**config.mk**
```make
export PLATFORM = sky130hd
export DESIGN_NAME = vga_scanout
export DESIGN_NICKNAME = d
export VERILOG_FILES = /design/src/rtl/vga_scanout.sv
export SDC_FILE = /design/constraint.sdc
export NUM_CORES = 1
export LEC_CHECK = 0
export BUFFER_PORTS_ARGS = -buffer_cell sky130_fd_sc_hd__buf_2
export CAP_MARGIN = 20
export CORE_MARGIN = 2
export CORE_UTILIZATION = 45
export DETAILED_ROUTE_END_ITERATION = 7
export PLACE_DENSITY = 0.75
export SLEW_MARGIN = 20
export SYNTH_ARGS = -nofsm -noshare
export SYNTH_HDL_FRONTEND = slang
export SYNTH_SLANG_ARGS = --single-unit
export TNS_END_PERCENT = 5
```
**constraint.sdc**
```tcl
create_clock -name Clock -period 7 [get_ports Clock]
set_input_delay 0 -clock Clock [delete_from_list [all_inputs] [get_ports Clock]]
set_output_delay 0 -clock Clock [all_outputs]
set_load 0.02 [all_outputs]
```
**src/rtl/vga_scanout.sv**
```systemverilog
// VGA timing generator and two-stage scanout pipeline: counters address a cell-based
// video memory, and the returned cell colour is emitted two pixel ticks later with matching syncs.
module vga_scanout #(
  parameter int H_VISIBLE = 640,
  parameter int H_FRONT   = 16,
  parameter int H_SYNC    = 96,
  parameter int H_BACK    = 48,
  parameter int V_VISIBLE = 480,
  parameter int V_FRONT   = 10,
  parameter int V_SYNC    = 2,
  parameter int V_BACK    = 33,
  parameter int CELL_W    = 16,
  parameter int CELL_H    = 8,
  parameter int COLS      = 40
) (
  input  logic        Clock,
  input  logic        Reset,
  input  logic        iPixelTick,
  output logic [11:0] oRamAddress,
  input  logic [2:0]  iRamData,
  output logic        oRed,
  output logic        oGreen,
  output logic        oBlue,
  output logic        oHSync,
  output logic        oVSync,
  output logic        oVisible,
  output logic        oFrameStart
);

  localparam int H_TOTAL = H_VISIBLE + H_FRONT + H_SYNC + H_BACK;
  localparam int V_TOTAL = V_VISIBLE + V_FRONT + V_SYNC + V_BACK;
  localparam int HW      = $clog2(H_TOTAL);
  localparam int VW      = $clog2(V_TOTAL);

  localparam logic [HW-1:0] H_LAST   = HW'(H_TOTAL - 1);
  localparam logic [HW-1:0] H_VIS_C  = HW'(H_VISIBLE);
  localparam logic [HW-1:0] H_SS     = HW'(H_VISIBLE + H_FRONT);
  localparam logic [HW-1:0] H_SE     = HW'(H_VISIBLE + H_FRONT + H_SYNC);
  localparam logic [HW-1:0] CELL_W_H = HW'(CELL_W);
  localparam logic [VW-1:0] V_LAST   = VW'(V_TOTAL - 1);
  localparam logic [VW-1:0] V_VIS_C  = VW'(V_VISIBLE);
  localparam logic [VW-1:0] V_SS     = VW'(V_VISIBLE + V_FRONT);
  localparam logic [VW-1:0] V_SE     = VW'(V_VISIBLE + V_FRONT + V_SYNC);
  localparam logic [VW-1:0] CELL_H_V = VW'(CELL_H);
  localparam logic [11:0]   COLS_A   = 12'(COLS);

  logic [HW-1:0] r_hcount;
  logic [VW-1:0] r_vcount;
  logic          r_raw_vis;
  logic          r_raw_hs;
  logic          r_raw_vs;

  logic          w_vis;
  logic          w_hs;
  logic          w_vs;
  logic [11:0]   w_addr;

  always_comb begin
    w_vis  = (r_hcount < H_VIS_C) && (r_vcount < V_VIS_C);
    w_hs   = !((r_hcount >= H_SS) && (r_hcount < H_SE));
    w_vs   = !((r_vcount >= V_SS) && (r_vcount < V_SE));
    w_addr = 12'(r_vcount / CELL_H_V) * COLS_A + 12'(r_hcount / CELL_W_H);
  end

  // Stage 1 captures address and timing flags for the current position; stage 2 pairs
  // those flags with the memory data that arrived in the meantime.
  always_ff @(posedge Clock or negedge Reset) begin
    if (!Reset) begin
      r_hcount    <= '0;
      r_vcount    <= '0;
      r_raw_vis   <= 1'b0;
      r_raw_hs    <= 1'b1;
      r_raw_vs    <= 1'b1;
      oRamAddress <= '0;
      oRed        <= 1'b0;
      oGreen      <= 1'b0;
      oBlue       <= 1'b0;
      oHSync      <= 1'b1;
      oVSync      <= 1'b1;
      oVisible    <= 1'b0;
      oFrameStart <= 1'b0;
    end else begin
      oFrameStart <= 1'b0;
      if (iPixelTick) begin
        if (r_hcount == H_LAST) begin
          r_hcount <= '0;
          if (r_vcount == V_LAST) begin
            r_vcount    <= '0;
            oFrameStart <= 1'b1;
          end else begin
            r_vcount <= r_vcount + 1'b1;
          end
        end else begin
          r_hcount <= r_hcount + 1'b1;
        end

        oRamAddress <= w_vis ? w_addr : '0;
        r_raw_vis   <= w_vis;
        r_raw_hs    <= w_hs;
        r_raw_vs    <= w_vs;

        oRed     <= r_raw_vis & iRamData[2];
        oGreen   <= r_raw_vis & iRamData[1];
        oBlue    <= r_raw_vis & iRamData[0];
        oHSync   <= r_raw_hs;
        oVSync   <= r_raw_vs;
        oVisible <= r_raw_vis;
      end
    end
  end

endmodule

```
# Word-level counts from Yosys, hierarchy flattened
# Cells that the tools add are included.
dict set report op_classes {
  n_addsub 3
  mul 1
  order_cmp 6
  n_eq_ne 2
  muxes 6
  bitwise_logic 3
  reduce_logical 6
}
# operator count
set ops {}
lappend ops {{10-bit by 1-bit adder with 10-bit output (second input constant)} 2}
lappend ops {{10-bit == test (second input constant)} 2}
lappend ops {{10-bit < comparator (second input constant)} 2}
lappend ops {{10-bit by 9-bit < comparator with 1-bit output (second input constant)} 2}
lappend ops {{10-bit 2-to-1 mux} 2}
lappend ops {{12-bit by 6-bit adder with 12-bit output} 1}
lappend ops {{12-bit 2-to-1 mux} 1}
lappend ops {{10-bit >= comparator (second input constant)} 1}
lappend ops {{10-bit by 9-bit >= comparator with 1-bit output (second input constant)} 1}
lappend ops {{7-bit by 3-bit multiplier with 9-bit output (second input constant)} 1}
lappend ops {{1-bit bitwise AND} 3}
lappend ops {{1-bit logical AND} 3}
lappend ops {{1-bit 2-to-1 mux} 3}
lappend ops {{1-bit zero test} 2}
lappend ops {{2-bit AND reduction} 1}
dict set report totals {
  reg_bits 42
  in_bits 6
  output_inout_bits 19
}

# Logic depth before layout (Yosys ltp)
dict set report logic_depth {
  depth_word 4
  depth_mapped 8
  ltp_nobuf 8
}

# Least setup slack after synthesis
# No wires, ideal clock.
dict set report synth_timing {
  kind {register -> register}
  startpoint {reg r_vcount[6]}
  endpoint {reg oRamAddress[11]}
  arrival_time_ns 2.326
  path_slack_ns 4.573
  stages_incl_launch_ff 9
  path_cell_list {dfrtp_1 ha_1 ha_1 fa_1 xor2_1 nand3_1 o21bai_1 o31a_1 o32ai_1}
}
dict set report synth_via {
  elab_chain_len 3
}
# item line
set synth_lines {}
lappend synth_lines {{start: declaration} 48} ;# logic [VW-1:0] r_vcount;
lappend synth_lines {{start signal: assignment} 91} ;# r_vcount <= r_vcount + 1'b1;
lappend synth_lines {{7-bit by 3-bit multiplier with 9-bit output or 10-bit by 9-bit < comparator with 1-bit output (tied branches)} {62, 59}}
lappend synth_lines {{12-bit by 6-bit adder with 12-bit output or 1-bit logical AND (tied branches)} {62, 59}}
lappend synth_lines {{12-bit 2-to-1 mux *} 97} ;# oRamAddress <= w_vis ? w_addr : '0;
lappend synth_lines {{end signal: assignment} 97}
lappend synth_lines {{end: declaration} 19} ;# output logic [11:0] oRamAddress,
# Every way passes the cells marked *; elsewhere a longest branch is shown, timed or not.
# A chain may end at the register's enable or synchronous reset.

# Worst setup path in the final report
dict set report layout_timing {
  startpoint {reg r_vcount[4]}
  endpoint {reg oRamAddress[11]}
}
# The elaborated chain is that of the path after synthesis.

==> qor.yml <==
status: "finished clean"
worstPathArrival_ns: 2.79
nets: 275
clock_insertion_delay_worst_skew_ns: 0.30
worstSetupStartpointType: "register"
grt_use_total: 0.153
overflow: 0
setup_viol: 0
gp_congestion: 0.813
finalPower_uw: 583
root_buffer: "clkbuf_8"
cp_max_fo: 6
wl_um: 4010
crit_required_ns: 7.20
synth_common_cells: "dfrtp_1 (38), inv_1 (29), ha_1 (17)"
yosysMostFrequentCell: "dfrtp_1"
path_buf_inv: 0
crit_top_cell: "ha_1"
drc: 0
wl_per_cell_um: 12.6
synth_cell_type_count: 39
ys_seq_elements: 42
min_path_type: "in2reg"
num_rows: 25
synth_cells: 221
synth_area_leader_cell: "dfrtp_1"
cts_tree: "built"
synth_edf_count: 0
antenna_left: 0
slew_violations: 0
yosys_warnings: 0
die_h_um: 74.9
grt_pass1_vias: 1450
num_vias: 1633
vdd_drop_max_v: 0.000103
place_hpwl_um: 2800
cts_buffers: 5
synth-seq-area-share: 0.467
multi_input_area_um2: 1070
rsz0062_at_grt: "false"
antenna_found_initial: 0
htree_levels: 2
core-area_um2: 4790
numPortBuffers: 24
cts_sinks: 42
fill_cells: 426
maxCapViolCount: 0
min_period_over_period: 0.371
cts_setup_buffers: 0
synth_area_um2: 2260
fin_util: 0.541
grt_pass1_wl_um: 6510
cpPeakStageDelay_ns: 0.46
yosys-top-cells-area: "dfrtp_1 (42%), ha_1 (9.4%), inv_1 (4.8%)"
hold_violations: 0
max_freq_mhz: 386
worst_pin_slew_ns: 0.910
async_reset_ff_frac: 1.00
die_x_um: 74.9
synth_top_area_frac: 0.421
slew_headroom: 0.393
area_delta_synth_final_pct: 14.6
critPathSlowestCell: "dfrtp_1"
clock_skew_ns: 0.00300
dieArea_um2: 5610
path_delay_family: "adder cells"
cp-end-kind: "register"
clkSlewWorstSetupHoldPaths_ns: 0.08
cts_buffer_depth: 2
period_needed_ns: 2.59
avgSynthCellArea_um2: 10.2
seq_area_um2: 1060
first_pass_iters: 5
synth_flop_cell: "dfrtp_1"
path_cells: "ha_1 > ha_1 > fa_1 > xor2_1 > nand3_1 > o21bai_1 > o31a_1 > o32ai_1"
drive_gt1_frac: 0.171
crit_type: "reg2reg"
drtIter0Drc: 51
ios: 25
grt_start_max_net_pins: 43
syn-num-nets: 246
n_antenna_cell: 0
tns_ns: 0
power_density_nw_per_um2: 225
vias_per_cell: 5.14
start_util: 0.472
leakagePower_uw: 0.00124
-- placed cells by master, fill, tap and decap left out, types with 2 or more instances in the layout --
master,count
dfrtp_1,38
inv_1,29
buf_2,24
ha_1,17
o21ai_0,13
nor2_1,13
xor2_1,12
o22ai_1,11
nand3_1,11
xnor2_1,11
nand2_1,7
nor3_1,7
nand4_1,6
a21oi_1,5
clkbuf_8,5
dlygate4sd3_1,4
dfstp_2,4
o21bai_1,3
mux2_2,3
nor2b_1,2
a21o_1,2
nor4_1,2
nor4b_1,2
fa_1,2
-- final timing paths --
kind / from / end / slack [ns] / cells after the start
max: r_vcount[4]$_DFFE_PN0P_ / oRamAddress[11]$_DFFE_PN0P_ / 4.41 / 8
min: iPixelTick / r_hcount[1]$_DFFE_PN0P_ / 0.22 / 3
max reg2reg: r_vcount[4]$_DFFE_PN0P_ / oRamAddress[11]$_DFFE_PN0P_ / 4.41 / 8
min reg2reg: r_raw_hs$_DFFE_PN1P_ / r_raw_hs$_DFFE_PN1P_ / 0.50 / 2
max in group asynchronous: Reset / oRamAddress[6]$_DFFE_PN0P_ / 6.08 / 2
min in group asynchronous: Reset / r_hcount[1]$_DFFE_PN0P_ / 0.36 / 2
-- worst reg2reg max path, stage by stage (launching register included) --
cell	delay, ns
dfrtp_1	0.46
ha_1	0.33
ha_1	0.23
fa_1	0.41
xor2_1	0.23
nand3_1	0.12
o21bai_1	0.22
o31a_1	0.31
o32ai_1	0.20
-- area by class of cell --
class | instances | area share
clock buffer | 5 | 0.0266
timing repair buffer | 28 | 0.0618
inverter | 29 | 0.0420
sequential | 42 | 0.408
clock inverter | 3 | 0.0169
multi-input combinational | 144 | 0.413
tap | 67 | 0.0324
-- flip-flops by register name (all words and copies together), names as in the netlist --
| signal | cells |
|---|---|
| r_raw_hs | 1 |
| r_hcount | 10 |
| oVisible | 1 |
| r_raw_vs | 1 |
| r_raw_vis | 1 |
| oGreen | 1 |
| oBlue | 1 |
| oFrameStart | 1 |
| oRed | 1 |
| oVSync | 1 |
| r_vcount | 10 |
| oHSync | 1 |
| oRamAddress | 12 |
-- logic make-up after synthesis --
kind of cell    share of synthesized area
simple gates                        0.148
compound gates                      0.108
xor+xnor                           0.0891
mux                                0.0149
fa+ha+maj                           0.112
buf+inv                            0.0603
flops                               0.467
-- where the power goes --
part           switching [uW]  leakage [uW]  internal (uW)  total (uW)
Combinational            52.0      0.000665           36.6        88.6
Sequential               30.3      0.000520            270         301
Clock                    86.8     0.0000585            107         194
-- metal layers --
| layer | global-route usage | share of wire |
|---|---|---|
| met1 | 0.197 | 0.49 |
| met2 | 0.245 | 0.45 |
| met3 | 0.0442 | 0.046 |
| met4 | 0.0556 | 0.010 |
| met5 | 0 | 0 |
-- repair_timing --
action,CTS,global route
hold endpoints to repair,41,0
gates resized for setup,0,0
hold buffers,4,0
-- metrics by stage --
stage	area (um^2)	cells	setup WS, ns	hold WS [ns]
after CTS	2590	318	4.39	0.227
after global routing	2590	318	4.24	0.256
after detailed placement	2440	306	4.42	0.194
after global placement	2440	306	4.49	0.183
after floorplan	2260	221	4.57	-0.296
final	2590	318	4.41	0.223
No activity file was read; power rests on OpenSTA's default activity.
